[src/rtl/femto_pkg.sv]
// Shared constants for the femtoRV32 counter/timer blocks.
package femto_pkg;
   localparam logic CNT_UP    = 1'b1;
   localparam logic CNT_DOWN  = 1'b0;
   localparam int   CSR_CNT_W = 64;
   localparam int   TMR_CNT_W = 32;
endpackage

[src/rtl/tff_counter_bit.sv]
// Single toggle flip-flop: async active-low reset, sync clear > sync load > toggle.
// Latency 1 clock; no backpressure.
module tff_bit (
   input  logic i_clk,
   input  logic i_rst_n,
   input  logic i_clr,
   input  logic i_load,
   input  logic i_d,
   input  logic i_t,
   output logic o_q
);
   logic r_q;

   always_ff @(posedge i_clk or negedge i_rst_n) begin
      if (!i_rst_n)    r_q <= 1'b0;
      else if (i_clr)  r_q <= 1'b0;
      else if (i_load) r_q <= i_d;
      else if (i_t)    r_q <= ~r_q;
   end

   assign o_q = r_q;
endmodule

[src/rtl/tff_counter.sv]
// Up/down counter from per-bit toggle enables, with prescaler, wrap/saturate, tc pulse, sticky ovf.
// Latency 1 clock from tick to new q; no backpressure (en gates progress).
module tff_counter
   import femto_pkg::*;
#(
   parameter int WIDTH    = TMR_CNT_W,
   parameter int PRESCALE = 1,
   parameter bit SATURATE = 1'b0
) (
   input  logic             clk,
   input  logic             rst,
   input  logic             en,
   input  logic             up,
   input  logic             clr,
   input  logic             load,
   input  logic [WIDTH-1:0] load_val,
   output logic [WIDTH-1:0] q,
   output logic             tc,
   output logic             ovf
);
   localparam int            PW      = (PRESCALE > 1) ? $clog2(PRESCALE) : 1;
   localparam logic [PW-1:0] PRE_MAX = PW'(PRESCALE - 1);

   logic [PW-1:0]    r_pre;
   logic             r_tc;
   logic             r_ovf;
   logic             w_sync;
   logic             w_tick;
   logic             w_up;
   logic             w_term;
   logic             w_hold;
   logic [WIDTH:0]   w_ones;
   logic [WIDTH:0]   w_zeros;
   logic [WIDTH-1:0] w_t;
   logic [WIDTH-1:0] w_q;

   assign w_sync = clr | load;
   assign w_tick = en & (r_pre == PRE_MAX);
   assign w_up   = (up == CNT_UP);

   // w_ones[i] / w_zeros[i]: bits [i-1:0] all 1 / all 0; index WIDTH is the terminal detect.
   always_comb begin
      w_ones     = '0;
      w_zeros    = '0;
      w_ones[0]  = 1'b1;
      w_zeros[0] = 1'b1;
      for (int i = 1; i <= WIDTH; i++) begin
         w_ones[i]  = w_ones[i-1]  &  w_q[i-1];
         w_zeros[i] = w_zeros[i-1] & ~w_q[i-1];
      end
   end

   assign w_term = w_up ? w_ones[WIDTH] : w_zeros[WIDTH];
   assign w_hold = SATURATE & w_term;

   always_comb begin
      w_t = '0;
      for (int i = 0; i < WIDTH; i++) begin
         w_t[i] = w_tick & ~w_hold & (w_up ? w_ones[i] : w_zeros[i]);
      end
   end

   for (genvar g = 0; g < WIDTH; g++) begin : g_bit
      tff_bit u_bit (
         .i_clk   (clk),
         .i_rst_n (rst),
         .i_clr   (clr),
         .i_load  (load),
         .i_d     (load_val[g]),
         .i_t     (w_t[g]),
         .o_q     (w_q[g])
      );
   end

   always_ff @(posedge clk or negedge rst) begin
      if (!rst) begin
         r_pre <= '0;
         r_tc  <= 1'b0;
         r_ovf <= 1'b0;
      end else if (w_sync) begin
         r_pre <= '0;
         r_tc  <= 1'b0;
         r_ovf <= 1'b0;
      end else begin
         if (en) r_pre <= w_tick ? '0 : r_pre + PW'(1);
         r_tc <= w_tick & w_term;
         if (w_tick & w_term) r_ovf <= 1'b1;
      end
   end

   assign q   = w_q;
   assign tc  = r_tc;
   assign ovf = r_ovf;
endmodule
[config.mk]
export PLATFORM = sky130hd
export DESIGN_NAME = tff_counter
export DESIGN_NICKNAME = d
export VERILOG_FILES = /design/src/rtl/femto_pkg.sv /design/src/rtl/tff_counter_bit.sv /design/src/rtl/tff_counter.sv
export SDC_FILE = /design/constraint.sdc
export NUM_CORES = 1
export LEC_CHECK = 0
export CAP_MARGIN = 20
export CORE_MARGIN = 5
export CORE_UTILIZATION = 50
export CTS_BUF_LIST = sky130_fd_sc_hd__clkbuf_4 sky130_fd_sc_hd__clkbuf_8
export DETAILED_ROUTE_END_ITERATION = 6
export PLACE_DENSITY = 0.81
export SLEW_MARGIN = 0
export SYNTH_ARGS = -nofsm -noshare
export SYNTH_HDL_FRONTEND = slang
export SYNTH_SLANG_ARGS = --single-unit
[constraint.sdc]
create_clock -name clk -period 4.6 [get_ports clk]
set_input_delay 0.69 -clock clk [delete_from_list [all_inputs] [get_ports clk]]
set_output_delay 0.69 -clock clk [all_outputs]
set_load 0.01 [all_outputs]
# Word-level counts from Yosys, hierarchy flattened
# Index checks and enable logic that the tools add are counted.
# op_classes
add_sub_neg,1
mux,134
bitwise_logic,129
n_reduce_logical,34
# op_table
op,count
$mux W1,134
$reduce_bool A3 Y1,32
$and A1 B1 Y1,95
$not A1 Y1,33
$reduce_bool A2 Y1,2
$add A1 B1 Y1 const B,1
$or A1 B1 Y1,1
# word_totals
input_bits,38
regBits,35

# Depth between registers and ports, before layout
# Gate-level depths: netlist (run 1).
# logic_depth
word_depth,36
depth_mapped,8

# By module
# From an unflattened synthesis (run 1), not the netlist that was laid out.
# hier_totals
hier_cells,296
hier_area_um2,2736.4
# by_module_without_submodules
module,cells_per_inst,n_inst,area_per_inst_um2
tff_bit,5,32,56.3
tff_counter,136,1,934.6

# Worst setup path after synthesis (run 1)
# No wires, ideal clock.
# synth_path
path_kind,reg2reg
startpoint,reg g_bit[2].u_bit.r_q
endpoint,reg g_bit[30].u_bit.r_q
slack_ns,1.757
stages_incl_launch_ff,8
setup_time_ns,0.099
n_path_buf,2
arrival_time_ns,2.743
cell_sequence,dfrtp_1 > buf_6 > or4_4 > or4_4 > a221o_1 > buf_6 > or4_1 > a311oi_1
# synth_between
elab_chain_cells,32
# synth_lines
element,line,source
"start, declared",tff_counter_bit.sv:12,logic r_q;
"start signal, assigned",tff_counter_bit.sv:17,else if (i_load) r_q <= i_d;
"start signal, assigned",tff_counter_bit.sv:18,else if (i_t) r_q <= ~r_q;
$not A1 Y1,tff_counter.sv:49,w_zeros[i] = w_zeros[i-1] & ~w_q[i-1];
$and A1 B1 Y1 (28 in series),tff_counter.sv:49,
$mux W1 *,tff_counter.sv:59,w_t[i] = w_tick & ~w_hold & (w_up ? w_ones[i] : w_zeros[i]);
$and A1 B1 Y1 *,tff_counter.sv:59,
$reduce_bool A3 Y1 (no line) *,n/a,
"end signal, assigned",tff_counter_bit.sv:17,
"end signal, assigned",tff_counter_bit.sv:18,
"end, declared",tff_counter_bit.sv:12,
# Every way passes the cells marked *; elsewhere a longest branch is shown, timed or not.
# A chain may end at the register's enable or synchronous reset.

# Final worst setup path (run 1)
# layout_path
startpoint,reg g_bit[2].u_bit.r_q
endpoint,reg r_tc (netlist: tc)
# layout_between
elab_chain_cells,34
# layout_lines
element,line,source
$not A1 Y1,tff_counter.sv:49,
$and A1 B1 Y1 (30 in series),tff_counter.sv:49,
$mux W1 *,tff_counter.sv:53,assign w_term = w_up ? w_ones[WIDTH] : w_zeros[WIDTH];
$and A1 B1 Y1 *,tff_counter.sv:86,r_tc <= w_tick & w_term;
$mux W1 *,tff_counter.sv:80,end else if (w_sync) begin
"end signal, assigned",tff_counter.sv:86,
"end, declared",tff_counter.sv:25,logic r_tc;
# Marked as above.

==> out/results.ini, run 1 <==
[hold_path]
hold_path.class=reg -> reg

[clock_network]
cts_tree=built
clock_latency_ns=0.28
cts_buffers=5
cts_buffer_depth=2
root_buffer=clkbuf_8
post_cts_resized=0
htree_levels=2
postCtsSetupBuffers=0
cts_hold_buf=0
clock-sinks=35
path_clk_slew_ns=0.07

[timing]
relSlewSlack=0.5453
setup_violations=0
slew_viol_final=0
fmax_mhz=325.4
fin_skew_ns=0.005114
rsz0062_at_grt=no
setup_tns_ns=0
finalHoldViolCount=0
finalCriticalPeriod_ns=3.073
min_period_over_period=0.6681
tightest_slew_ns=0.6648

[synth]
yosysTopAreaCell=dfrtp_1
yosys.cell_count.top_type=nor2_1
synth.net_count=388
synthFlopType=dfrtp_1
synth_commonest_cells=43 x nor2_1, 35 x buf_4, 35 x dfrtp_1, 16 x nand3_1, 16 x nor4_1
syn-cell-area_sq_um=2883
async_flop_share=1.000
synth_seq_area_share=0.3038
netlist_top_cells_area=dfrtp_1 30%, buf_4 9.1%, nor2_1 5.6%, nor4_1 3.5%, a2111oi_0 3.3%
synthDistinctLibCells=49
yosysWarningCount=0
ys_ff_latch=35
yosysTopAreaCellShare=0.3038
syn_area_per_cell_sq_um=8.236
synth_edf_count=0
synthCells=350

[grt]
antenna_found_initial=0
grt_max_degree=36
grt_usage=0.1966
grt_pass1_vias=2625
gr-total-overflow=0
grt_pass1_wl_um=12080

[worst_setup_path]
crit_slowest_cell=a2111oi_0
crit_path_end_kind=register
crit_required_ns=4.82
critPathMaxStageDelay_ns=0.65
crit_chain=or4_4, or4_4, a221o_1, a2111oi_0, and2_1
cp_max_fo=13
cp_common_cell=or4_4
cp-start-kind=register
arrival_ns=3.30
worst-setup-path-type=reg -> reg

[drt]
first_pass_iters=4
met1Wirelength_um=3034
routed_wl_um=7324
avgRoutedWirePerCell_um=16.13
met3_length_um=530
vias_per_cell=6.134
dr_wl_met2_um=3712
route.detailed.drc=0
vias=2785
ant_nets=0
first_iter_violations=143
top_layer=met4

[pwr]
power_leakage_nw=1.246
ir_drop_v=0.0001219
p_per_area_nw_per_um2=237.4

[layout]
syn2layout_area_growth_pct=19.83
drive_gt1_frac=0.07068
diodes=0
fin_util=0.6235
nets=419

[floorplanning]
die_h_um=85.93
core_area_sq_um=5540
io_pins=72
start_util=0.5203
rows=27
dieArea_sq_um=7384
die_x_um=85.93

[flow_run]
maxCapViolCount=0

[place]
gp_congestion=0.8221
hpwl_um=5288
portBuffers=71

[run_status]
status=completed

-- path summary, 6_finish.rpt --
| path | end | cells past startpoint | slack [ns] | start |
|---|---|---|---|---|
| setup reg to reg | tc$_DFF_PN0_ | 5 | 1.53 | g_bit[2].u_bit.o_q$_DFFE_PN0P_ |
| max in group asynchronous | g_bit[31].u_bit.o_q$_DFFE_PN0P_ | 2 | 3.44 | rst |
| hold / removal | ovf$_DFFE_PN0P_ | 1 | 0.51 | ovf$_DFFE_PN0P_ |
| setup / recovery | tc$_DFF_PN0_ | 5 | 1.53 | g_bit[2].u_bit.o_q$_DFFE_PN0P_ |
| min in group asynchronous | tc$_DFF_PN0_ | 2 | 0.81 | rst |
| hold reg to reg | ovf$_DFFE_PN0P_ | 1 | 0.51 | ovf$_DFFE_PN0P_ |
-- cell families (layout without fill, tap and decap cells) --
group           count (synthesis)  after routing  share of synthesized area
compound gates                 80             80                     0.2062
xor+xnor                       16             16                    0.04861
buf+inv                        64             96                     0.1441
flops                          35             35                     0.3038
mux                             3              3                    0.01042
simple gates                  152            152                     0.2869
-- per-stage QoR --
stage	setup WS (ns)	power [mW]	instance area [sq um]	std cells	hold slack, ns
finish	1.527	0.8202	3455	454	0.5056
global route	1.352	0.8670	3455	454	0.5374
CTS	1.519	0.8265	3447	453	0.5077
detailed placement	1.318	0.5953	3358	445	0.4860
global placement	1.438	0.5896	3358	445	0.4896
floorplan	1.757	0.5185	2883	350	0.3944
-- placed cells by master, fill, tap and decap left out, drive strengths merged, types with 6 or more instances in the layout --
cell type	synthesis	routed
a2111oi	11	11
a211oi	12	12
a21oi	8	8
a311oi	9	9
buf	42	9
clkbuf	12	7
clkdlybuf4s50	0	71
dfrtp	35	35
inv	8	8
nand2	15	15
nand3	16	16
nand4	9	9
nor2	43	43
nor3	6	6
nor4	16	16
o21ai	10	10
or3	13	13
or4	13	13
xnor2	9	9
xor2	7	7
-- metal layers --
layer  global-route usage  vias to the layer above
met4              0.04173                        0
met1               0.2482                     1322
li1                     -                     1359
met5                    0                        -
met2               0.3434                       97
met3              0.04227                        7
-- power breakdown --
part	total [mW]	leakage, nW	internal, mW	switching (mW)
combinational	0.225	0.739	0.117	0.108
sequential	0.367	0.458	0.328	0.0388
clock	0.229	0.0491	0.118	0.111
-- state kept, by name, summed over array words and instances, names as in the netlist --
signal and count:
r_pre 1, g_bit.u_bit.o_q 32, ovf 1, tc 1
-- critical path, delay by kind of cell, from the launching register on --
kind	cells	cell delay, ns
AOI/OAI and AO/OA	2	1.12
and+or+nand+nor	3	1.39
DFF	1	0.49
-- cell type report --
class / instances / area, sq um
clock inverter: 1 / 5.005
timing repair buffer: 80 / 778.2
tap: 72 / 90.09
fill: 523 / 2086
sequential: 35 / 875.8
inverter: 8 / 30.03
clock buffer: 7 / 83.83
multi-input combinational: 251 / 1592
Power figures use the tool's default switching activity.
==> inputs of run 2 (changes only) <==
--- a/config.mk
+++ b/config.mk
@@ -7,10 +7,10 @@
 export LEC_CHECK = 0
 export CAP_MARGIN = 20
 export CORE_MARGIN = 5
-export CORE_UTILIZATION = 50
+export CORE_UTILIZATION = 46
 export CTS_BUF_LIST = sky130_fd_sc_hd__clkbuf_4 sky130_fd_sc_hd__clkbuf_8
 export DETAILED_ROUTE_END_ITERATION = 6
-export PLACE_DENSITY = 0.81
+export PLACE_DENSITY = 0.78
 export SLEW_MARGIN = 0
 export SYNTH_ARGS = -nofsm -noshare
 export SYNTH_HDL_FRONTEND = slang
==> constraint.sdc (replaced) <==
create_clock -name clk -period 2.6 [get_ports clk]
set_input_delay 0.39 -clock clk [delete_from_list [all_inputs] [get_ports clk]]
set_output_delay 0.39 -clock clk [all_outputs]
set_load 0.01 [all_outputs]
==> out/results.ini, run 2 (synthesis results as in run 1) <==
[timing]
setup_tns_ns=-0.6388  ; -0.6388 ns
finalWorstSetupSlack_ns=-0.1417  ; -1.668 ns
rsz0062_at_grt=yes
fmax_mhz=364.7  ; +12%
fin_skew_ns=0.004412  ; -0.0007024 ns
relSlewSlack=0.5774  ; +0.03201
finalCriticalPeriod_ns=2.742  ; -0.3316 ns
finalHoldViolCount=0  ; unchanged
tightest_slew_ns=0.6340  ; -0.03083 ns
slew_viol_final=0  ; unchanged
setup_violations=11  ; +11
min_period_over_period=1.054  ; +0.3864

[grt]
gr-total-overflow=0  ; unchanged
grt_max_degree=36  ; unchanged
antenna_found_initial=0  ; unchanged
grt_usage=0.2085  ; +0.01195
grt_pass1_vias=2678  ; +2.0%
grt_pass1_wl_um=13040  ; +7.9%

[worst_setup_path]
cp_max_fo=5  ; -8
crit_path_end_kind=register
r2r_end=g_bit[30].u_bit.o_q$_DFFE_PN0P_
worst_r2r_path_depth=7  ; +2
ff2ff_setup_slack_ns=-0.14  ; -1.67 ns
crit_required_ns=2.76  ; -2.06 ns
rr_startpoint=g_bit[1].u_bit.o_q$_DFFE_PN0P_
cp-start-kind=register
arrival_ns=2.90  ; -0.40 ns
worst-setup-path-type=reg -> reg

[layout]
diodes=0  ; unchanged
nFillCells=492  ; -5.9%
area.sequential_sq_um=875.8  ; unchanged
nets=458  ; +9.3%
final_common_cell=clkdlybuf4s50_1
largest_register_ff_count=32  ; unchanged
fin_cells=496  ; +9.3%
drive_gt1_frac=0.1805  ; +0.1098
layout_common_cells=71 x clkdlybuf4s50_1, 45 x buf_4, 43 x nor2_1
multi_input_area_sq_um=1694  ; +6.4%
syn2layout_area_growth_pct=34.51

[place]
dp.cells=485  ; +9.0%
hpwl_um=5863  ; +11%
portBuffers=71  ; unchanged
gp_congestion=0.9081  ; +10%

[floorplanning]
die_h_um=89.17  ; +3.8%
rows=28  ; +3.7%
die_x_um=89.17  ; +3.8%
io_pins=72  ; unchanged
dieArea_sq_um=7950  ; +7.7%
start_util=0.4812  ; -0.03912
core_area_sq_um=5991  ; +8.1%

[hold_path]
holdPathStages=1  ; unchanged
holdPathEnd=ovf$_DFFE_PN0P_
worstHoldStart=ovf$_DFFE_PN0P_
hold_path.class=reg -> reg

[drt]
first_pass_iters=5  ; +1
ant_nets=0  ; unchanged
avgRoutedWirePerCell_um=16.64  ; +3.1%
routed_wl_um=8253  ; +13%
route.detailed.drc=0  ; unchanged
vias_per_cell=6.091  ; -0.71%
vias=3021  ; +8.5%
first_iter_violations=161  ; +13%

[clock_network]
cts_tree=built
cts_buffer_depth=2  ; unchanged
path_clk_slew_ns=0.07  ; about the same
root_buffer=clkbuf_8
cts_hold_buf=0  ; unchanged
clock_latency_ns=0.29  ; about the same
clock-sinks=35  ; unchanged
cts_buffers=5  ; unchanged
htree_levels=2  ; unchanged

[run_status]
status=finished, violations left
violations=setup timing

[pwr]
p_per_area_nw_per_um2=411.0  ; +73%
power_leakage_nw=1.459  ; +17%
ir_drop_v=0.0002118  ; +74%

[flow_run]
maxCapViolCount=0  ; unchanged

## run 2: changes by cell type in the layout (fill, tap and decap cells not counted), sizes merged
cell / before / now
a221o: 1 / 2
clkbuf: 7 / 8
buf: 9 / 47
clkinv: 1 / 0
## run 2: final cells by class
cell class                 count  share of cell area
multi-input combinational    252              0.4369
inverter                       8            0.007744
timing repair buffer         118              0.2785
clock buffer                   8             0.02678
sequential                    35              0.2259
tap                           75             0.02420
## run 2: repair_timing
action,in CTS,in global routing
resized for setup,10,7
cloned,1,0
buffers inserted,3,0
pin swaps,14,1
setup endpoints to repair,12,16
## run 2: per-layer routing
layer | track usage | vias up | routed length [um]
met5 | 0 | - | 0
met3 | 0.03410 | 7 | 496
met1 | 0.2867 | 1454 | 3563
met4 | 0.05007 | 0 | 85
met2 | 0.3436 | 114 | 4107
li1 | - | 1446 | -
## run 2: where the power goes
group          internal (mW)  switching (mW)  total, mW
Sequential             0.580          0.0409      0.621
Clock                  0.252           0.203      0.456
Combinational          0.264           0.253      0.517
Total                   1.10           0.497       1.59
## run 2: critical path, cell delays in order, from the launching register on
cell and delay (ns):
dfrtp_1 0.38, or4_4 0.55, or4_4 0.58, a221o_2 0.41
buf_6 0.14, buf_4 0.13, o31ai_1 0.28, a311oi_2 0.14
## run 2: metrics by stage
stage                     area, sq um  utilization  hold slack, ns  power [mW]  worst slack [ns]
after CTS                        3827       0.6389          0.5080       1.587           -0.1153
after global routing             3877       0.6472          0.5306       1.676           -0.1944
after floorplan                  2895            -         0.09441      0.9214           -0.2315
after detailed placement         3661       0.6111          0.4876       1.121           -0.2965
final                            3877       0.6472          0.5036       1.594           -0.1417
after global placement           3661       0.6111          0.4879       1.111           -0.3051
## run 2: worst max-delay path by stage
stage                                    startpoint                              end  slack, ns  cells after the start
global route         g_bit[1].u_bit.o_q$_DFFE_PN0P_  g_bit[30].u_bit.o_q$_DFFE_PN0P_      -0.19                      5
floorplan            g_bit[0].u_bit.o_q$_DFFE_PN0P_  g_bit[30].u_bit.o_q$_DFFE_PN0P_      -0.23                      7
detailed placement  g_bit[10].u_bit.o_q$_DFFE_PN0P_                     tc$_DFF_PN0_      -0.30                      6
global placement    g_bit[10].u_bit.o_q$_DFFE_PN0P_                     tc$_DFF_PN0_      -0.31                      6
CTS                  g_bit[1].u_bit.o_q$_DFFE_PN0P_  g_bit[30].u_bit.o_q$_DFFE_PN0P_      -0.12                      5
finish               g_bit[1].u_bit.o_q$_DFFE_PN0P_  g_bit[30].u_bit.o_q$_DFFE_PN0P_      -0.14                      7
==> inputs of run 3 (changes only) <==
--- a/config.mk
+++ b/config.mk
@@ -11,6 +11,7 @@
 export CTS_BUF_LIST = sky130_fd_sc_hd__clkbuf_4 sky130_fd_sc_hd__clkbuf_8
 export DETAILED_ROUTE_END_ITERATION = 6
 export PLACE_DENSITY = 0.78
+export SETUP_SLACK_MARGIN = 0.1
 export SLEW_MARGIN = 0
 export SYNTH_ARGS = -nofsm -noshare
 export SYNTH_HDL_FRONTEND = slang
==> out/results.ini, run 3 (synthesis results as in run 1) <==
[grt]
grt_usage=0.2176  ; +0.009059
antenna_found_initial=0  ; unchanged
gr-total-overflow=0  ; unchanged
grt_max_degree=36  ; unchanged
grt_pass1_wl_um=13660  ; +4.7%
grt_pass1_vias=2895  ; +8.1%

[layout]
drive_gt1_frac=0.1967  ; +0.01616
syn2layout_area_growth_pct=36.37
largest_register_ff_count=32  ; unchanged
final_cell_area_sq_um=3931  ; +1.4%
layout_common_cells=71 x clkdlybuf4s50_1, 48 x buf_4, 43 x nor2_1
nets=459  ; +0.22%
diodes=0  ; unchanged
final_common_cell=clkdlybuf4s50_1

[worst_setup_path]
critPathMaxStageDelay_ns=0.57  ; about the same
cp-start-kind=register
cp_common_cell=or4_4
worst-setup-path-type=reg -> reg
cp_top_family=simple AND/OR/NAND/NOR gates
arrival_ns=2.96  ; +0.06 ns
crit_chain=or4_4, or4_4, a221o_2, or4_1, a311oi_2
cp_num_buf_inv=0  ; -2
rr_startpoint=g_bit[14].u_bit.o_q$_DFFE_PN0P_
cp_max_fo=6  ; +1
ff2ff_setup_slack_ns=-0.16  ; -0.02 ns
worst_r2r_path_depth=5  ; -2
crit_required_ns=2.80  ; +0.04 ns
crit_path_end_kind=register
r2r_end=g_bit[30].u_bit.o_q$_DFFE_PN0P_
crit_slowest_cell=or4_4

[clock_network]
cts_tree=built
clock-sinks=35  ; unchanged
path_clk_slew_ns=0.08  ; about the same
cts_buffers=5  ; unchanged
cts_hold_buf=0  ; unchanged
root_buffer=clkbuf_8
clock_latency_ns=0.29  ; about the same
htree_levels=2  ; unchanged
cts_buffer_depth=2  ; unchanged

[hold_path]
holdPathStages=1  ; unchanged
worstHoldStart=ovf$_DFFE_PN0P_
hold_path.class=reg -> reg
holdPathEnd=ovf$_DFFE_PN0P_

[timing]
fmax_mhz=361.7  ; -0.84%
whs_ns=0.5044  ; +0.0007310 ns
finalHoldViolCount=0  ; unchanged
relSlewSlack=0.5798  ; +0.002495
min_period_over_period=1.063  ; +0.008904
fin_skew_ns=0.007461  ; +0.003049 ns
slew_viol_final=0  ; unchanged
finalCriticalPeriod_ns=2.765  ; +0.02315 ns
finalWorstSetupSlack_ns=-0.1648  ; -0.02315 ns
rsz0062_at_grt=yes
setup_violations=9  ; -2
tightest_slew_ns=0.6127  ; -0.02127 ns

[drt]
first_pass_iters=4  ; -1
routed_wl_um=8612  ; +4.3%
vias=3004  ; -0.56%
avgRoutedWirePerCell_um=17.33  ; +4.1%
first_iter_violations=284  ; +76%
vias_per_cell=6.044  ; -0.76%
route.detailed.drc=0  ; unchanged
ant_nets=0  ; unchanged

[floorplanning]
io_pins=72  ; unchanged
start_util=0.4812  ; unchanged
dieArea_sq_um=7950  ; unchanged
rows=28  ; unchanged
die_x_um=89.17  ; unchanged
die_h_um=89.17  ; unchanged
core_area_sq_um=5991  ; unchanged

[place]
gp_congestion=0.9056  ; -0.28%
pre_cts_ws_ns=-0.3304  ; -0.03391 ns
placed_area_sq_um=3649  ; -0.34%
hpwl_um=6038  ; +3.0%
portBuffers=71  ; unchanged

[flow_run]
maxCapViolCount=0  ; unchanged

[pwr]
p_per_area_nw_per_um2=426.2  ; +3.7%
ir_drop_v=0.0002276  ; +7.5%
power_leakage_nw=1.469  ; +0.69%

[run_status]
violations=setup timing
status=finished, violations left

run 3: per-stage QoR:
| stage | util | setup TNS, ns | total power, mW | cells |
|---|---|---|---|---|
| final | 0.6562 | -0.5468 | 1.675 | 497 |
| after global routing | 0.6562 | -1.281 | 1.756 | 497 |
| after CTS | 0.6462 | -0.5033 | 1.661 | 497 |
| after detailed placement | 0.6090 | -2.089 | 1.123 | 485 |
| after global placement | 0.6090 | -1.423 | 1.111 | 485 |
| after floorplan | - | -0.7145 | 0.9214 | 350 |
run 3: worst reg2reg max path, delay by kind of cell (launching register included):
kind	cells	cell delay, ns
AND/OR/NAND/NOR	3	1.63
AO/OA/AOI/OAI	2	0.66
flip-flops	1	0.39
run 3: where the power goes:
group          switching [mW]  total [mW]  internal, mW
Sequential             0.0426       0.623         0.580
Clock                   0.211       0.522         0.310
Combinational           0.263       0.531         0.268
run 3: worst max path at each step:
stage	to	from	depth (start not counted)	slack [ns]
2_1_floorplan	g_bit[30].u_bit.o_q$_DFFE_PN0P_	g_bit[0].u_bit.o_q$_DFFE_PN0P_	7	-0.23
3_3_place_gp	tc$_DFF_PN0_	g_bit[10].u_bit.o_q$_DFFE_PN0P_	6	-0.30
3_5_place_dp	tc$_DFF_PN0_	g_bit[10].u_bit.o_q$_DFFE_PN0P_	6	-0.33
4_1_cts	g_bit[30].u_bit.o_q$_DFFE_PN0P_	g_bit[10].u_bit.o_q$_DFFE_PN0P_	5	-0.13
5_1_grt	g_bit[30].u_bit.o_q$_DFFE_PN0P_	g_bit[14].u_bit.o_q$_DFFE_PN0P_	5	-0.22
6_report	g_bit[30].u_bit.o_q$_DFFE_PN0P_	g_bit[14].u_bit.o_q$_DFFE_PN0P_	5	-0.16
run 3: layout make-up:
cell class	count	area [sq um]
Clock buffer	6	82.58
Sequential cell	35	875.8
Inverter	8	30.03
Timing Repair Buffer	119	1071
Multi-Input combinational cell	252	1743
Clock inverter	2	35.03
Tap cell	75	93.84
Fill cell	504	2059
run 3: layer usage:
| layer | GRT usage | wire [um] | vias to the layer above |
|---|---|---|---|
| met5 | 0 | 0 | - |
| met4 | 0.07307 | 176 | 0 |
| met3 | 0.03594 | 588 | 17 |
| met2 | 0.3677 | 4310 | 103 |
| met1 | 0.2825 | 3537 | 1443 |
| li1 | - | - | 1441 |
run 3: repair_timing:
item                       CTS  global route
gates resized for setup     16            10
cloned                       1             0
setup endpoints to repair   20            17
pin swaps                    9             3
setup buffers                3             0
